File: config.mk
export PLATFORM = sky130hd
export DESIGN_NAME = frc_burst_unpacker
export DESIGN_NICKNAME = d
export VERILOG_FILES = /design/src/rtl/MD_pkg.sv /design/src/rtl/frc_burst_fifo.sv /design/src/rtl/frc_burst_unpacker.sv
export SDC_FILE = /design/constraint.sdc
export NUM_CORES = 2
export LEC_CHECK = 0
export ABC_AREA = 1
export CORE_MARGIN = 10
export CORE_UTILIZATION = 40
export DETAILED_ROUTE_END_ITERATION = 12
export MAX_ROUTING_LAYER = met4
export PLACE_DENSITY = 0.59
export SLEW_MARGIN = 30
export SYNTH_ARGS = -nofsm -noshare
export SYNTH_HDL_FRONTEND = slang
export SYNTH_SLANG_ARGS = --single-unit
File: constraint.sdc
create_clock -name clk -period 30.2 [get_ports clk]
set_input_delay 6.04 -clock clk [delete_from_list [all_inputs] [get_ports clk]]
set_output_delay 6.04 -clock clk [all_outputs]
set_load 0.005 [all_outputs]
File: src/rtl/MD_pkg.sv
// Shared widths, burst layout and FSM state type for the force burst unpacker.
package MD_pkg;

  localparam int AXIS_TDATA_WIDTH = 512;
  localparam int SUB_PACKET_WIDTH = 128;
  localparam int NUM_SUB_PACKETS  = AXIS_TDATA_WIDTH / SUB_PACKET_WIDTH;
  localparam int NODE_ID_WIDTH    = 8;
  localparam int SLOT_IDX_WIDTH   = $clog2(NUM_SUB_PACKETS);

  typedef logic [NUM_SUB_PACKETS-1:0][SUB_PACKET_WIDTH-1:0] frc_burst_t;
  typedef logic [NUM_SUB_PACKETS-1:0]                       slot_mask_t;

  typedef enum logic {
    IDLE,
    DRAIN
  } unpack_state_t;

  // Slot 3 is the oldest, so the highest set bit is always emitted first.
  function automatic logic [SLOT_IDX_WIDTH-1:0] highest_slot(input slot_mask_t m);
    logic [SLOT_IDX_WIDTH-1:0] idx;
    idx = '0;
    for (int k = 0; k < NUM_SUB_PACKETS; k++) begin
      if (m[k]) idx = SLOT_IDX_WIDTH'(k);
    end
    return idx;
  endfunction

endpackage

File: src/rtl/frc_burst_fifo.sv
// Synchronous FIFO holding received bursts plus their source id.
// Pointers carry an extra MSB so full and empty come straight from registers.
module frc_burst_fifo #(
  parameter int WIDTH = 8,
  parameter int DEPTH = 4
) (
  input  logic             clk,
  input  logic             rst,
  input  logic             push,
  input  logic [WIDTH-1:0] push_data,
  input  logic             pop,
  output logic [WIDTH-1:0] head_data,
  output logic             full,
  output logic             empty
);

  localparam int AW = $clog2(DEPTH);

  logic [WIDTH-1:0] mem_q [DEPTH];
  logic [AW:0]      wr_ptr_q, wr_ptr_d;
  logic [AW:0]      rd_ptr_q, rd_ptr_d;
  logic             do_push, do_pop;

  assign full      = (wr_ptr_q[AW] != rd_ptr_q[AW]) && (wr_ptr_q[AW-1:0] == rd_ptr_q[AW-1:0]);
  assign empty     = (wr_ptr_q == rd_ptr_q);
  assign do_push   = push && !full;
  assign do_pop    = pop && !empty;
  assign head_data = mem_q[rd_ptr_q[AW-1:0]];

  always_comb begin
    wr_ptr_d = wr_ptr_q;
    rd_ptr_d = rd_ptr_q;
    if (do_push) wr_ptr_d = wr_ptr_q + 1'b1;
    if (do_pop)  rd_ptr_d = rd_ptr_q + 1'b1;
  end

  always_ff @(posedge clk or posedge rst) begin
    if (rst) begin
      wr_ptr_q <= '0;
      rd_ptr_q <= '0;
    end else begin
      wr_ptr_q <= wr_ptr_d;
      rd_ptr_q <= rd_ptr_d;
    end
  end

  // Storage is not reset; the pointers alone define which entries are live.
  always_ff @(posedge clk) begin
    if (do_push) mem_q[wr_ptr_q[AW-1:0]] <= push_data;
  end

endmodule

File: src/rtl/frc_burst_unpacker.sv
// Receive-side force burst unpacker: buffers 512-bit bursts and serializes the
// non-empty 128-bit slots. Optional debug counters: FRC_UNPACK_DEBUG_CNT_EN.
module frc_burst_unpacker
  import MD_pkg::*;
#(
  parameter int FIFO_DEPTH    = 4,
  parameter int LAST_FLAG_BIT = 96,
  parameter int CNT_WIDTH     = 32
) (
  input  logic                        clk,
  input  logic                        rst,
  input  logic                        i_frc_tvalid,
  input  logic [AXIS_TDATA_WIDTH-1:0] i_frc_tdata,
  input  logic [NODE_ID_WIDTH-1:0]    i_src_id,
  output logic                        o_frc_tready,
  output logic                        o_frc_valid,
  input  logic                        i_frc_ready,
  output logic [SUB_PACKET_WIDTH-1:0] o_frc_pkt,
  output logic [NODE_ID_WIDTH-1:0]    o_frc_src_id,
  output logic                        o_frc_last,
`ifdef FRC_UNPACK_DEBUG_CNT_EN
  output logic [CNT_WIDTH-1:0]        o_burst_cnt,
  output logic [CNT_WIDTH-1:0]        o_pkt_cnt,
`endif
  output logic                        o_last_frc_received
);

  localparam int FIFO_WIDTH = AXIS_TDATA_WIDTH + NODE_ID_WIDTH;

  logic                     fifo_push, fifo_pop, fifo_full, fifo_empty;
  logic [FIFO_WIDTH-1:0]    fifo_head;
  frc_burst_t               head_burst;
  logic [NODE_ID_WIDTH-1:0] head_src;

  unpack_state_t                   state_q, state_d;
  slot_mask_t                      mask_q, mask_d;
  frc_burst_t                      data_q, data_d;
  logic [NODE_ID_WIDTH-1:0]        src_q, src_d;
  logic                            flag_q, flag_d;
  logic                            done_q, done_d;
  logic                            valid_q, valid_d;
  logic                            last_q, last_d;
  logic [SUB_PACKET_WIDTH-1:0]     pkt_q, pkt_d;
  logic                            load;
  logic [SLOT_IDX_WIDTH-1:0]       cur_slot, next_slot;

  function automatic slot_mask_t slot_mask(input frc_burst_t b);
    slot_mask_t                  m;
    logic [SUB_PACKET_WIDTH-1:0] s;
    for (int k = 0; k < NUM_SUB_PACKETS; k++) begin
      s = b[k];
      s[LAST_FLAG_BIT] = 1'b0;
      m[k] = |s;
    end
    return m;
  endfunction

  assign o_frc_tready = !fifo_full;
  assign fifo_push    = i_frc_tvalid && !fifo_full;
  assign head_burst   = frc_burst_t'(fifo_head[AXIS_TDATA_WIDTH-1:0]);
  assign head_src     = fifo_head[FIFO_WIDTH-1:AXIS_TDATA_WIDTH];

  frc_burst_fifo #(
    .WIDTH (FIFO_WIDTH),
    .DEPTH (FIFO_DEPTH)
  ) u_fifo (
    .clk       (clk),
    .rst       (rst),
    .push      (fifo_push),
    .push_data ({i_src_id, i_frc_tdata}),
    .pop       (fifo_pop),
    .head_data (fifo_head),
    .full      (fifo_full),
    .empty     (fifo_empty)
  );

  assign cur_slot = highest_slot(mask_q);

  // Next-state logic; a burst finishing in DRAIN may hand over to the next one with no gap.
  always_comb begin
    state_d  = state_q;
    mask_d   = mask_q;
    data_d   = data_q;
    src_d    = src_q;
    flag_d   = flag_q;
    done_d   = 1'b0;
    fifo_pop = 1'b0;
    load     = 1'b0;

    case (state_q)
      IDLE: begin
        if (!fifo_empty) load = 1'b1;
      end
      DRAIN: begin
        if (i_frc_ready) begin
          mask_d[cur_slot] = 1'b0;
          if (mask_d == '0) begin
            done_d = flag_q;
            if (!fifo_empty) load = 1'b1;
            else             state_d = IDLE;
          end
        end
      end
      default: state_d = IDLE;
    endcase

    if (load) begin
      fifo_pop = 1'b1;
      data_d   = head_burst;
      src_d    = head_src;
      flag_d   = head_burst[0][LAST_FLAG_BIT];
      mask_d   = slot_mask(head_burst);
      if (mask_d == '0) begin
        state_d = IDLE;
        done_d  = done_d | flag_d;
      end else begin
        state_d = DRAIN;
      end
    end

    next_slot = highest_slot(mask_d);
    pkt_d     = '0;
    if (mask_d != '0) begin
      pkt_d = data_d[next_slot];
      pkt_d[LAST_FLAG_BIT] = 1'b0;
    end
    valid_d = (state_d == DRAIN);
    last_d  = valid_d && flag_d && ($countones(mask_d) == 1);
  end

  always_ff @(posedge clk or posedge rst) begin
    if (rst) begin
      state_q <= IDLE;
      mask_q  <= '0;
      data_q  <= '0;
      src_q   <= '0;
      flag_q  <= 1'b0;
      done_q  <= 1'b0;
      valid_q <= 1'b0;
      last_q  <= 1'b0;
      pkt_q   <= '0;
    end else begin
      state_q <= state_d;
      mask_q  <= mask_d;
      data_q  <= data_d;
      src_q   <= src_d;
      flag_q  <= flag_d;
      done_q  <= done_d;
      valid_q <= valid_d;
      last_q  <= last_d;
      pkt_q   <= pkt_d;
    end
  end

  assign o_frc_valid         = valid_q;
  assign o_frc_pkt           = pkt_q;
  assign o_frc_src_id        = src_q;
  assign o_frc_last          = last_q;
  assign o_last_frc_received = done_q;

`ifdef FRC_UNPACK_DEBUG_CNT_EN
  logic [CNT_WIDTH-1:0] burst_cnt_q, burst_cnt_d;
  logic [CNT_WIDTH-1:0] pkt_cnt_q, pkt_cnt_d;

  always_comb begin
    burst_cnt_d = burst_cnt_q + CNT_WIDTH'(fifo_push);
    pkt_cnt_d   = pkt_cnt_q + CNT_WIDTH'(valid_q && i_frc_ready);
  end

  always_ff @(posedge clk or posedge rst) begin
    if (rst) begin
      burst_cnt_q <= '0;
      pkt_cnt_q   <= '0;
    end else begin
      burst_cnt_q <= burst_cnt_d;
      pkt_cnt_q   <= pkt_cnt_d;
    end
  end

  assign o_burst_cnt = burst_cnt_q;
  assign o_pkt_cnt   = pkt_cnt_q;
`endif

endmodule

==> metrics.md <==
| Metric | Value |
|---|---|
| Worst-case reg-to-reg path depth | `23` |
| Top Metal Used | `met4` |
| Die extent in x | `538 µm` |
| Final Power | `0.0155 W` |
| DRT antenna net count | `0` |
| Post-Synth Simple-Gate Area | `18.9%` |
| R2r endpoint | `o_frc_pkt[37]` |
| Number of core rows | `190` |
| Hold Path Class | `reg2reg` |
| Net Sw Frac | `42.8%` |
| Critical-path maximum fanout | `118` |
| Root Driver | `clkbuf_16` |
| Max Slew Vio Count | `0` |
| Largest net degree at the start of global routing | `174` |
| Vias/cell | `5.33` |
| Initial antenna violation count | `204` |
| Measured slew at the worst slew-check pin | `1.10 ns` |
| Crit Path Class | `in2reg` |
| Syn Inst Count | `9539` |
| M1 wire length | `155000 µm` |
| R2R setup slack | `20.62 ns` |
| Post-route minimum period | `11.05 ns` |
| Share of cells above drive strength 1 | `5.35%` |
| Syn_nets | `10100` |
| Worst hold slack | `0.496 ns` |
| Psw | `0.00666 W` |
| Global-route wire length before repair | `526000 µm` |
| Die Ht | `538 µm` |
| Synth warn | `0` |
| Post-Syn Area | `0.107 mm²` |
| DPL Wire Length | `267000 µm` |
| Final period util | `36.6%` |
| Avg Inst Size Synth | `11.3 µm²` |
| Final non-filler cell area | `0.127 mm²` |
| Initial Utilization | `40.1%` |
| End of the worst hold path | `data_q[268]` |
| Gate power share | `41.1%` |
| DRT Pass-1 Iters | `6` |
| Placed Area | `0.117 mm²` |
| Commonest non-fill, non-tap cell in the layout | `nand2_1` |
| Core ar. | `0.267 mm²` |
| Combinational family with the most area after synthesis | `simple AND/OR/NAND/NOR gates` |
| Buffer levels on the longest clock path | `4` |
| DRT iter0 DRCs | `8701` |
| Cts bufs inserted | `306` |
| Largest area contributor in the netlist | `edfxtp_1` |
| Sum of routed wire length over all layers | `382000 µm` |
| Die ar. | `0.289 mm²` |
| # DRC | `0` |
| Post-synthesis cell type count | `29` |
| Vias in the first global route | `68600` |
| GRT overflow | `0` |
| Final-report setup violation count | `0` |
| Max Cap Viol | `0` |
| RSZ-0062 raised after global routing | `false` |
| Clock share of power | `23.0%` |
| Global placement routability congestion | `0.917` |
| Most frequent cells in the layout | `3785 x nand2_1, 2068 x edfxtp_1, 759 x nand3_1` |
| WL met2 | `172000 µm` |
| Post-synthesis compound-gate area fraction | `4.96%` |
| Adder-Cell Fraction of Synth Area | `0.112%` |
| Area contributors post-synth | `edfxtp_1 58%, dfrtp_1 15%, nand2_1 13%, nand3_1 3.5%, o21ai_0 2.5%` |
| CTS tree | `done` |
| Total power per unit cell area | `122 mW/mm²` |
| DR vias | `74500` |
| Crit. End Element | `flip-flop` |
| # H-tree levels | `5` |
| Yosys reg bits | `2725` |
| Hold path startpoint | `data_q[268]` |
| Hold-fix buffers, CTS | `0` |
| CTS clk-pin slew, worst paths | `0.06 ns` |
| Met3 routed WL | `36100 µm` |
| Final Hold Fails | `0` |
| Leakage | `49.3 nW` |
| Internal | `0.00889 W` |
| Worst relative slew slack | `26.8%` |
| Filler cells | `24000` |
| Hold path depth | `2` |
| WP data required | `30.75 ns` |
| Worst vdd ir | `95.1 µV` |
| Resize count post-CTS | `0` |
| Worst R2R Start | `u_fifo.rd_ptr_q[0]` |
| I/O pins | `664` |
| Final Skew | `0.0864 ns` |
| Nets | `10600` |
| IO Port Bufs | `659` |
| Setup_tns | `0 ns` |
| Total GRT Usage | `26.3%` |
| Max Fclk | `90.5 MHz` |
| Sequential area share after synthesis | `73.2%` |
| Mux contribution to synthesized area | `0%` |
| Post-CTS Setup Inserts | `0` |
| Area grow syn2layout | `18.4%` |
| WL/cell | `27.3 µm` |
| Status | `finished, final reports clean` |
| Yosys top cell area share | `57.9%` |
| Nature of the critical path startpoint | `primary input` |
| Synth Area in XOR/XNOR | `0.0490%` |
| Worst skew pair latency | `0.97 ns` |
| Crit path DAT | `11.60 ns` |
| # clock sinks | `2725` |
| Reg power frac | `35.9%` |
## synthesized netlist by cell type (all sizes together)
| cell | instances |
|---|---|
| nand2 | 3790 |
| edfxtp | 2068 |
| nand3 | 759 |
| dfrtp | 657 |
| nor2 | 606 |
| o21ai | 531 |
| clkbuf | 287 |
| buf | 269 |
| a21oi | 258 |
| inv | 152 |
| a32o | 126 |
| a31oi | 11 |
| ha | 8 |
| xor2 | 5 |
| o22ai | 3 |
| nor3 | 2 |
| conb | 1 |
| fa | 1 |
| o2111ai | 1 |
| o211ai | 1 |
| o31ai | 1 |
| or2 | 1 |
| xnor2 | 1 |
## through the flow
step / utilization, % / setup slack (ns) / std cells
floorplan: - / 1.16 / 9539
global placement: 43.8 / 18.28 / 13300
detailed placement: 43.8 / 18.29 / 13300
CTS: 47.3 / 19.28 / 13800
global route: 47.5 / 19.07 / 13900
finish: 47.5 / 19.15 / 14000
## cell type report
type	count	area, µm²	share of cell area, %
diodes	137	343	0.270
clock buffers	386	8220	6.47
clock inverters	151	1330	1.05
inverters	152	593	0.467
multi-input cells	6106	25900	20.4
flip-flops and latches	2725	78500	61.8
well taps	3552	4440	3.50
repair buffers	764	7680	6.05
## metal layers
layer	vias up	track usage [%]
li1	33600	-
met1	36900	34.8
met2	3439	39.1
met3	626	6.37
met4	0	10.9
met5	-	-
## how the worst max path moves through the flow
stage | start | slack, ns | to
finish | i_frc_tvalid | 19.15 | u_fifo.mem_q[1][470]
global route | i_frc_tvalid | 19.07 | u_fifo.mem_q[1][182]
CTS | i_frc_tvalid | 19.28 | u_fifo.mem_q[1][470]
detailed placement | i_frc_tvalid | 18.29 | u_fifo.mem_q[1][470]
global placement | i_frc_tvalid | 18.28 | u_fifo.mem_q[1][470]
floorplan | i_frc_tvalid | 1.16 | u_fifo.mem_q[3][0]
## sequential cells by signal, indices dropped and copies added (netlist names)
name                 cells
u_fifo.wr_ptr_q          3
u_fifo.mem_q          2068
o_frc_valid              1
o_frc_pkt              127
o_frc_src_id             8
flag_q                   1
data_q                 508
mask_q                   4
o_last_frc_received      1
o_frc_last               1
u_fifo.rd_ptr_q          3
## power groups by stage
stage | registers [W] | logic [W] | clock network, W
floorplan | 0.00608 | 0.00369 | 0
global placement | 0.00563 | 0.00624 | 0
detailed placement | 0.00565 | 0.00630 | 0
CTS | 0.00559 | 0.00633 | 0.00362
global route | 0.00565 | 0.00692 | 0.00378
finish | 0.00559 | 0.00639 | 0.00357
## critical path, stage by stage
cell and delay, ns:
clkdlybuf4s50_1 0.55, nand2_1 0.33, nor2_4 0.36, buf_4 0.74
buf_12 0.56, buf_4 0.82, buf_4 0.84, buf_4 0.74
## kinds of logic after synthesis
| family | Yosys count |
|---|---|
| compound gates | 932 |
| simple gates | 5158 |
| flops | 2725 |
| xor+xnor | 6 |
| fa+ha+maj | 9 |
| other cells | 1 |
| buf+inv | 708 |
Power figures use the tool's default switching activity.
